[config.mk]
export PLATFORM = sky130hd
export DESIGN_NAME = hex_display_ctrl_flat
export DESIGN_NICKNAME = d
export VERILOG_FILES = /design/src/rtl/hex_display_ctrl_pkg.sv /design/src/rtl/hex_display_ctrl_if.sv /design/src/rtl/hex_display_ctrl_seg_decode.sv /design/src/rtl/hex_display_ctrl.sv /design/src/flat_wrapper.sv
export SDC_FILE = /design/constraint.sdc
export NUM_CORES = 1
export LEC_CHECK = 0
export BUFFER_PORTS_ARGS = -buffer_cell sky130_fd_sc_hd__buf_2
export CAP_MARGIN = 5
export CELL_PAD_IN_SITES_DETAIL_PLACEMENT = 1
export CELL_PAD_IN_SITES_GLOBAL_PLACEMENT = 2
export CORE_ASPECT_RATIO = 1.75
export CORE_MARGIN = 2
export CORE_UTILIZATION = 36
export DETAILED_ROUTE_END_ITERATION = 16
export PLACE_DENSITY = 0.79
export SETUP_SLACK_MARGIN = 0.1
export SLEW_MARGIN = 15
export SYNTH_ARGS = -nofsm -noshare
export SYNTH_HDL_FRONTEND = slang
export SYNTH_SLANG_ARGS = --single-unit
export TNS_END_PERCENT = 10
[constraint.sdc]
create_clock -name CLK -period 2.5 [get_ports CLK]
set_input_delay 0.25 -clock CLK [delete_from_list [all_inputs] [get_ports CLK]]
set_output_delay 0.25 -clock CLK [all_outputs]
set_load 0.01 [all_outputs]
[src/rtl/hex_display_ctrl_pkg.sv]
// Shared constants for the hex display controller: blank glyph,
// FSM state encodings and the 16-entry active-low glyph table.
package hex_display_ctrl_pkg;

    // All segments off (active-low)
    localparam logic [6:0] SEG_OFF = 7'h7F;

    typedef enum logic [1:0] {
        ST_BLANK     = 2'd0,
        ST_SHOW      = 2'd1,
        ST_BLINK_OFF = 2'd2
    } state_t;

    // Active-low glyphs, bit order g..a; index = hex nibble
    localparam logic [6:0] GLYPH [16] = '{
        7'h40, 7'h79, 7'h24, 7'h30,
        7'h19, 7'h12, 7'h02, 7'h78,
        7'h00, 7'h10, 7'h08, 7'h03,
        7'h46, 7'h21, 7'h06, 7'h0E
    };

endpackage

[src/rtl/hex_display_ctrl_if.sv]
// Bus between a status source and the hex display controller.
// master: drives LOAD/VALUE/CLR/BLINK, reads HEX/SHOWN. slave: controller.
interface hex_display_ctrl_if #(
    parameter int DIGITS = 4
);
    logic                  LOAD;
    logic [4*DIGITS-1:0]   VALUE;
    logic                  CLR;
    logic                  BLINK;
    logic [7*DIGITS-1:0]   HEX;
    logic                  SHOWN;

    modport master (
        output LOAD, VALUE, CLR, BLINK,
        input  HEX, SHOWN
    );

    modport slave (
        input  LOAD, VALUE, CLR, BLINK,
        output HEX, SHOWN
    );
endinterface

[src/rtl/hex_display_ctrl_seg_decode.sv]
// hex_seg_decode: combinational 4-bit nibble -> 7-bit active-low glyph.
// Ports: nib (in, 4), seg (out, 7, bit order g..a).
module hex_seg_decode
    import hex_display_ctrl_pkg::*;
(
    input  logic [3:0] nib,
    output logic [6:0] seg
);

    assign seg = GLYPH[nib];

endmodule

[src/rtl/hex_display_ctrl.sv]
// Registered N-digit hex display controller (active-low 7-seg).
// Ports: CLK, RST_N (async, active-low), bus (slave modport:
//   LOAD, VALUE, CLR, BLINK in; HEX, SHOWN out, both registered).
// Optional macro LZB_EN: leading-zero blanking while showing.
module hex_display_ctrl
    import hex_display_ctrl_pkg::*;
#(
    parameter int DIGITS    = 4,
    parameter int BLINK_DIV = 25000000
)(
    input  logic              CLK,
    input  logic              RST_N,
    hex_display_ctrl_if.slave bus
);

    localparam int CW = $clog2(BLINK_DIV);
    localparam logic [CW-1:0] CNT_MAX = CW'(BLINK_DIV - 1);

    state_t                state_q, state_d;
    logic [4*DIGITS-1:0]   value_q, value_d;
    logic [CW-1:0]         cnt_q, cnt_d;
    logic [7*DIGITS-1:0]   hex_q, hex_d;
    logic                  shown_q, shown_d;

    logic [7*DIGITS-1:0]   glyph;
    logic [DIGITS-1:0]     lit;
    logic                  wrap;
    logic [CW-1:0]         cnt_adv;

    for (genvar d = 0; d < DIGITS; d++) begin : g_dec
        hex_seg_decode u_dec (
            .nib (value_q[4*d +: 4]),
            .seg (glyph[7*d +: 7])
        );
    end

`ifdef LZB_EN
    // A digit is lit once any digit at or above it is nonzero;
    // digit 0 is always lit so zero reads as a single "0".
    always_comb begin
        logic seen;
        lit  = '1;
        seen = 1'b0;
        for (int d = DIGITS - 1; d >= 1; d--) begin
            seen   = seen | (|value_q[4*d +: 4]);
            lit[d] = seen;
        end
    end
`else
    assign lit = '1;
`endif

    assign wrap    = bus.BLINK && (cnt_q == CNT_MAX);
    assign cnt_adv = wrap ? '0 : cnt_q + CW'(1);

    always_comb begin
        state_d = state_q;
        value_d = value_q;
        cnt_d   = cnt_q;
        if (bus.CLR) begin
            state_d = ST_BLANK;
            cnt_d   = '0;
        end else if (bus.LOAD) begin
            value_d = bus.VALUE;
            state_d = ST_SHOW;
            // Reload in SHOW keeps the blink cadence; from any other
            // state the visible phase restarts from zero.
            if (state_q == ST_SHOW && bus.BLINK) begin
                cnt_d = cnt_adv;
            end else begin
                cnt_d = '0;
            end
        end else begin
            unique case (state_q)
                ST_BLANK: begin
                    cnt_d = '0;
                end
                ST_SHOW: begin
                    if (!bus.BLINK) begin
                        cnt_d = '0;
                    end else begin
                        cnt_d = cnt_adv;
                        if (wrap) state_d = ST_BLINK_OFF;
                    end
                end
                ST_BLINK_OFF: begin
                    if (!bus.BLINK) begin
                        cnt_d   = '0;
                        state_d = ST_SHOW;
                    end else begin
                        cnt_d = cnt_adv;
                        if (wrap) state_d = ST_SHOW;
                    end
                end
                default: begin
                    state_d = ST_BLANK;
                    cnt_d   = '0;
                end
            endcase
        end
    end

    always_comb begin
        hex_d   = {(7*DIGITS){1'b1}};
        shown_d = (state_q != ST_BLANK);
        if (state_q == ST_SHOW) begin
            for (int d = 0; d < DIGITS; d++) begin
                hex_d[7*d +: 7] = lit[d] ? glyph[7*d +: 7] : SEG_OFF;
            end
        end
    end

    always_ff @(posedge CLK or negedge RST_N) begin
        if (!RST_N) begin
            state_q <= ST_BLANK;
            value_q <= '0;
            cnt_q   <= '0;
            hex_q   <= {(7*DIGITS){1'b1}};
            shown_q <= 1'b0;
        end else begin
            state_q <= state_d;
            value_q <= value_d;
            cnt_q   <= cnt_d;
            hex_q   <= hex_d;
            shown_q <= shown_d;
        end
    end

    assign bus.HEX   = hex_q;
    assign bus.SHOWN = shown_q;

endmodule

[src/flat_wrapper.sv]
// flat-port wrapper written by rule: the top's interface ports become plain ports
module hex_display_ctrl_flat import hex_display_ctrl_pkg::*;
#(
    parameter int DIGITS    = 4,
    parameter int BLINK_DIV = 25000000
)
  (CLK, RST_N, bus_LOAD, bus_VALUE, bus_CLR, bus_BLINK, bus_HEX, bus_SHOWN);
  hex_display_ctrl_if #(.DIGITS(DIGITS)) bus_i ();
  input  logic CLK;
  input  logic RST_N;
  input wire logic [$bits(bus_i.LOAD)-1:0] bus_LOAD;
  input wire logic [$bits(bus_i.VALUE)-1:0] bus_VALUE;
  input wire logic [$bits(bus_i.CLR)-1:0] bus_CLR;
  input wire logic [$bits(bus_i.BLINK)-1:0] bus_BLINK;
  output wire logic [$bits(bus_i.HEX)-1:0] bus_HEX;
  output wire logic [$bits(bus_i.SHOWN)-1:0] bus_SHOWN;
  assign bus_i.LOAD = bus_LOAD;
  assign bus_i.VALUE = bus_VALUE;
  assign bus_i.CLR = bus_CLR;
  assign bus_i.BLINK = bus_BLINK;
  assign bus_HEX = bus_i.HEX;
  assign bus_SHOWN = bus_i.SHOWN;
  hex_display_ctrl #(.DIGITS(DIGITS), .BLINK_DIV(BLINK_DIV)) u_core (.CLK(CLK), .RST_N(RST_N), .bus(bus_i));
endmodule
==> results.py <==
metrics = {
    "timing": {
        "fin_setup_tns_ps": 0,
        "setup_ws_ps": 474,
        "fmax_mhz": 494,
        "timing.hold.ws_ps": 4.68,
        "tightest_slew_ps": 822,
        "rsz0062_at_grt": "false",
        "relSlewSlack_pct": 45.2,
        "fin_crit_sh_pct": 81.0,
        "finalHoldViolCount": 0,
        "finalSetupViolations": 0,
        "fin_crit_ps": 2030,
        "clock_skew_ps": 6.40,
        "maxSlewViolCount": 0,
    },
    "placed_design": {
        "hpwl_um": 7110,
        "gp_congestion": 0.751,
        "portBuffers": 49,
        "place_ws_ps": 443,
        "place_area_um2": 4260,
    },
    "die": {
        "rows": 50,
        "die_h_um": 142,
        "pin_count": 50,
        "fp.coreArea_um2": 10600,
        "dieArea_um2": 11700,
        "die_w_um": 82.6,
        "start_util_pct": 36.6,
    },
    "clock_tree": {
        "hold_buffers": 0,
        "cts_sinks": 72,
        "cts_root_buf": "clkbuf_16",
        "clk_pin_slew_worst_paths_ps": 60,
        "h-tree-depth": 3,
        "clockBufferDepth": 2,
        "insertion_delay_ps": 330,
        "cts_resized": 0,
        "cts_tree": "built",
        "cts_made_buffers": 9,
        "cts_setup_buffers": 0,
    },
    "global_route": {
        "antenna_found_initial": 0,
        "grt_max_degree": 41,
        "grt_usage_pct": 17.7,
        "grt_pass1_wl_um": 15700,
        "grt_pass1_vias": 3304,
        "overflow": 0,
    },
    "critical_path": {
        "startpoint": "u_core.cnt_q[0]",
        "r2r_slack_ps": 470,
        "path_class": "reg2reg",
        "critical_path_arrival_ps": 2210,
        "critPathMaxFanout": 25,
        "critical_path.startpoint_type": "flip-flop",
        "r2r_start": "u_core.cnt_q[0]",
        "worst_setup_path_end_kind": "flip-flop",
        "cp.required_ps": 2690,
    },
    "final_layout": {
        "diodes": 0,
        "syn2layout_area_growth_pct": 17.1,
        "stdcell_area_um2": 4560,
        "nets": 496,
        "drive_above_1_share_pct": 24.4,
    },
    "detailed_routing": {
        "drc": 0,
        "vias_per_cell": 5.42,
        "drtIter0Drc": 106,
        "vias": 3151,
        "routedWlPerCell_um": 16.5,
        "antenna_left": 0,
        "wl_um": 9610,
        "drtPass1Iterations": 4,
    },
    "yosys": {
        "synthesis.area_um2": 3890,
        "syn_nets": 451,
        "synth_enable_flop_cells": 0,
        "syn-instance-count": 401,
        "synth-seq-area-share_pct": 47.2,
        "ys_seq_elements": 72,
        "synth_area_leaders": "dfrtp_1, dfstp_2, ha_1",
        "avgSynthCellArea_um2": 9.71,
        "synth_cell_type_count": 43,
        "synth_top_flop_cell": "dfrtp_1",
        "synth_top_area_share_pct": 28.3,
        "synthArstFlopShare_pct": 100,
        "synth_common_cells": "dfrtp_1, nand2_1, o21ai_0, nor2_1, ha_1",
        "synthMostInstantiatedCell": "dfrtp_1",
        "synth_top_area_cell": "dfrtp_1",
        "synth_warnings": 0,
    },
    "status": {
        "outcome": "finished, final reports clean",
    },
    "power_and_ir_drop": {
        "p_leak_uw": 0.00186,
        "ir_drop_v": 0.000352,
        "powerDensity_nw_per_um2": 717,
    },
    "worst_hold_path": {
        "hold_class": "in2async",
    },
    "run": {
        "maxCapViolations": 0,
    },
}
final cells by class:
class / instances / area, µm²
Clock buffer: 13 / 260
Clock inverter: 3 / 40.0
Fill cell: 1267 / 6080
Inverter: 19 / 71.3
Multi-Input combinational cell: 291 / 1900
Sequential cell: 72 / 1840
Tap cell: 130 / 163
Timing Repair Buffer: 53 / 288
final timing paths:
kind	to	cells past startpoint
worst max-delay path	u_core.cnt_q[12]	5
worst min register to register	u_core.cnt_q[0]	1
max in group asynchronous	u_core.bus.HEX[1]	2
worst max register to register	u_core.cnt_q[12]	5
worst min-delay path	u_core.bus.SHOWN	1
min in group CLK	u_core.value_q[4]	3
report_power, final:
group          internal, µW  switching (µW)  leakage [µW]
combinational           225             308      0.000839
sequential             1320             119      0.000877
clock                   824             471      0.000150
cell usage in the layout (no fill, tap or decap), types with 2 or more instances in the layout:
| cell | netlist | final |
|---|---|---|
| nand2_1 | 43 | 43 |
| nand2b_1 | 2 | 2 |
| mux2i_1 | 5 | 5 |
| nor3_1 | 2 | 2 |
| o21ai_0 | 34 | 34 |
| clkbuf_8 | 0 | 2 |
| nor2_1 | 31 | 31 |
| nand3_1 | 18 | 18 |
| nand4_1 | 5 | 5 |
| clkinv_2 | 0 | 2 |
| or3_1 | 5 | 5 |
| ha_1 | 29 | 29 |
| and2_1 | 3 | 3 |
| a31o_2 | 2 | 2 |
| a21oi_1 | 23 | 23 |
| o311ai_0 | 8 | 8 |
| xor2_1 | 4 | 4 |
| and4_1 | 2 | 2 |
| xnor2_1 | 7 | 7 |
| buf_4 | 0 | 3 |
| and3_1 | 4 | 4 |
| nor2b_1 | 11 | 10 |
| clkbuf_16 | 0 | 9 |
| or4_1 | 6 | 6 |
| nor4_1 | 3 | 3 |
| inv_1 | 19 | 19 |
| clkbuf_1 | 15 | 2 |
| o211ai_1 | 13 | 13 |
| a21boi_0 | 2 | 2 |
| buf_2 | 2 | 49 |
| mux2_2 | 7 | 7 |
| o31ai_1 | 6 | 6 |
| dfstp_2 | 28 | 28 |
| or3_2 | 2 | 2 |
| nand3b_1 | 2 | 2 |
| nor3b_1 | 3 | 3 |
| dfrtp_1 | 44 | 44 |
kinds of logic after synthesis:
kind of cell	count (synthesis)	share of synthesized area (%)
AOI/OAI and AO/OA	91	14.2
xor gates and xnor gates	11	2.47
adders and majority gates	29	9.32
buffers and inverters	38	4.11
DFF	72	47.2
muxes	12	3.31
and+or+nand+nor	148	19.4
routing by layer:
layer | share of wire [%] | vias to the layer above | global-route usage, %
li1 | - | 1497 | -
met1 | 38 | 1587 | 18.2
met2 | 57 | 49 | 33.7
met3 | 2.7 | 18 | 2.99
met4 | 2.2 | 0 | 7.42
met5 | 0 | - | 0
registers in the layout, indices dropped and copies added (netlist names):
name              cells
u_core.bus.HEX       28
u_core.cnt_q         25
u_core.value_q       16
u_core.state_q        2
u_core.bus.SHOWN      1
worst max-delay path: stages (launching register included):
cell and delay (ps):
dfrtp_1 390, ha_1 220, and4_2 310, and2_0 290
a31o_2 570, nor2_1 110
per-stage QoR:
stage                     utilization [%]  std cells  power, µW
after global placement               40.0        565       1990
after CTS                            42.9        581       3330
after detailed placement             40.0        565       2010
final                                42.9        581       3270
after global routing                 42.9        581       3460
after floorplan                         -        401       1780
No activity file was read; power rests on OpenSTA's default activity.
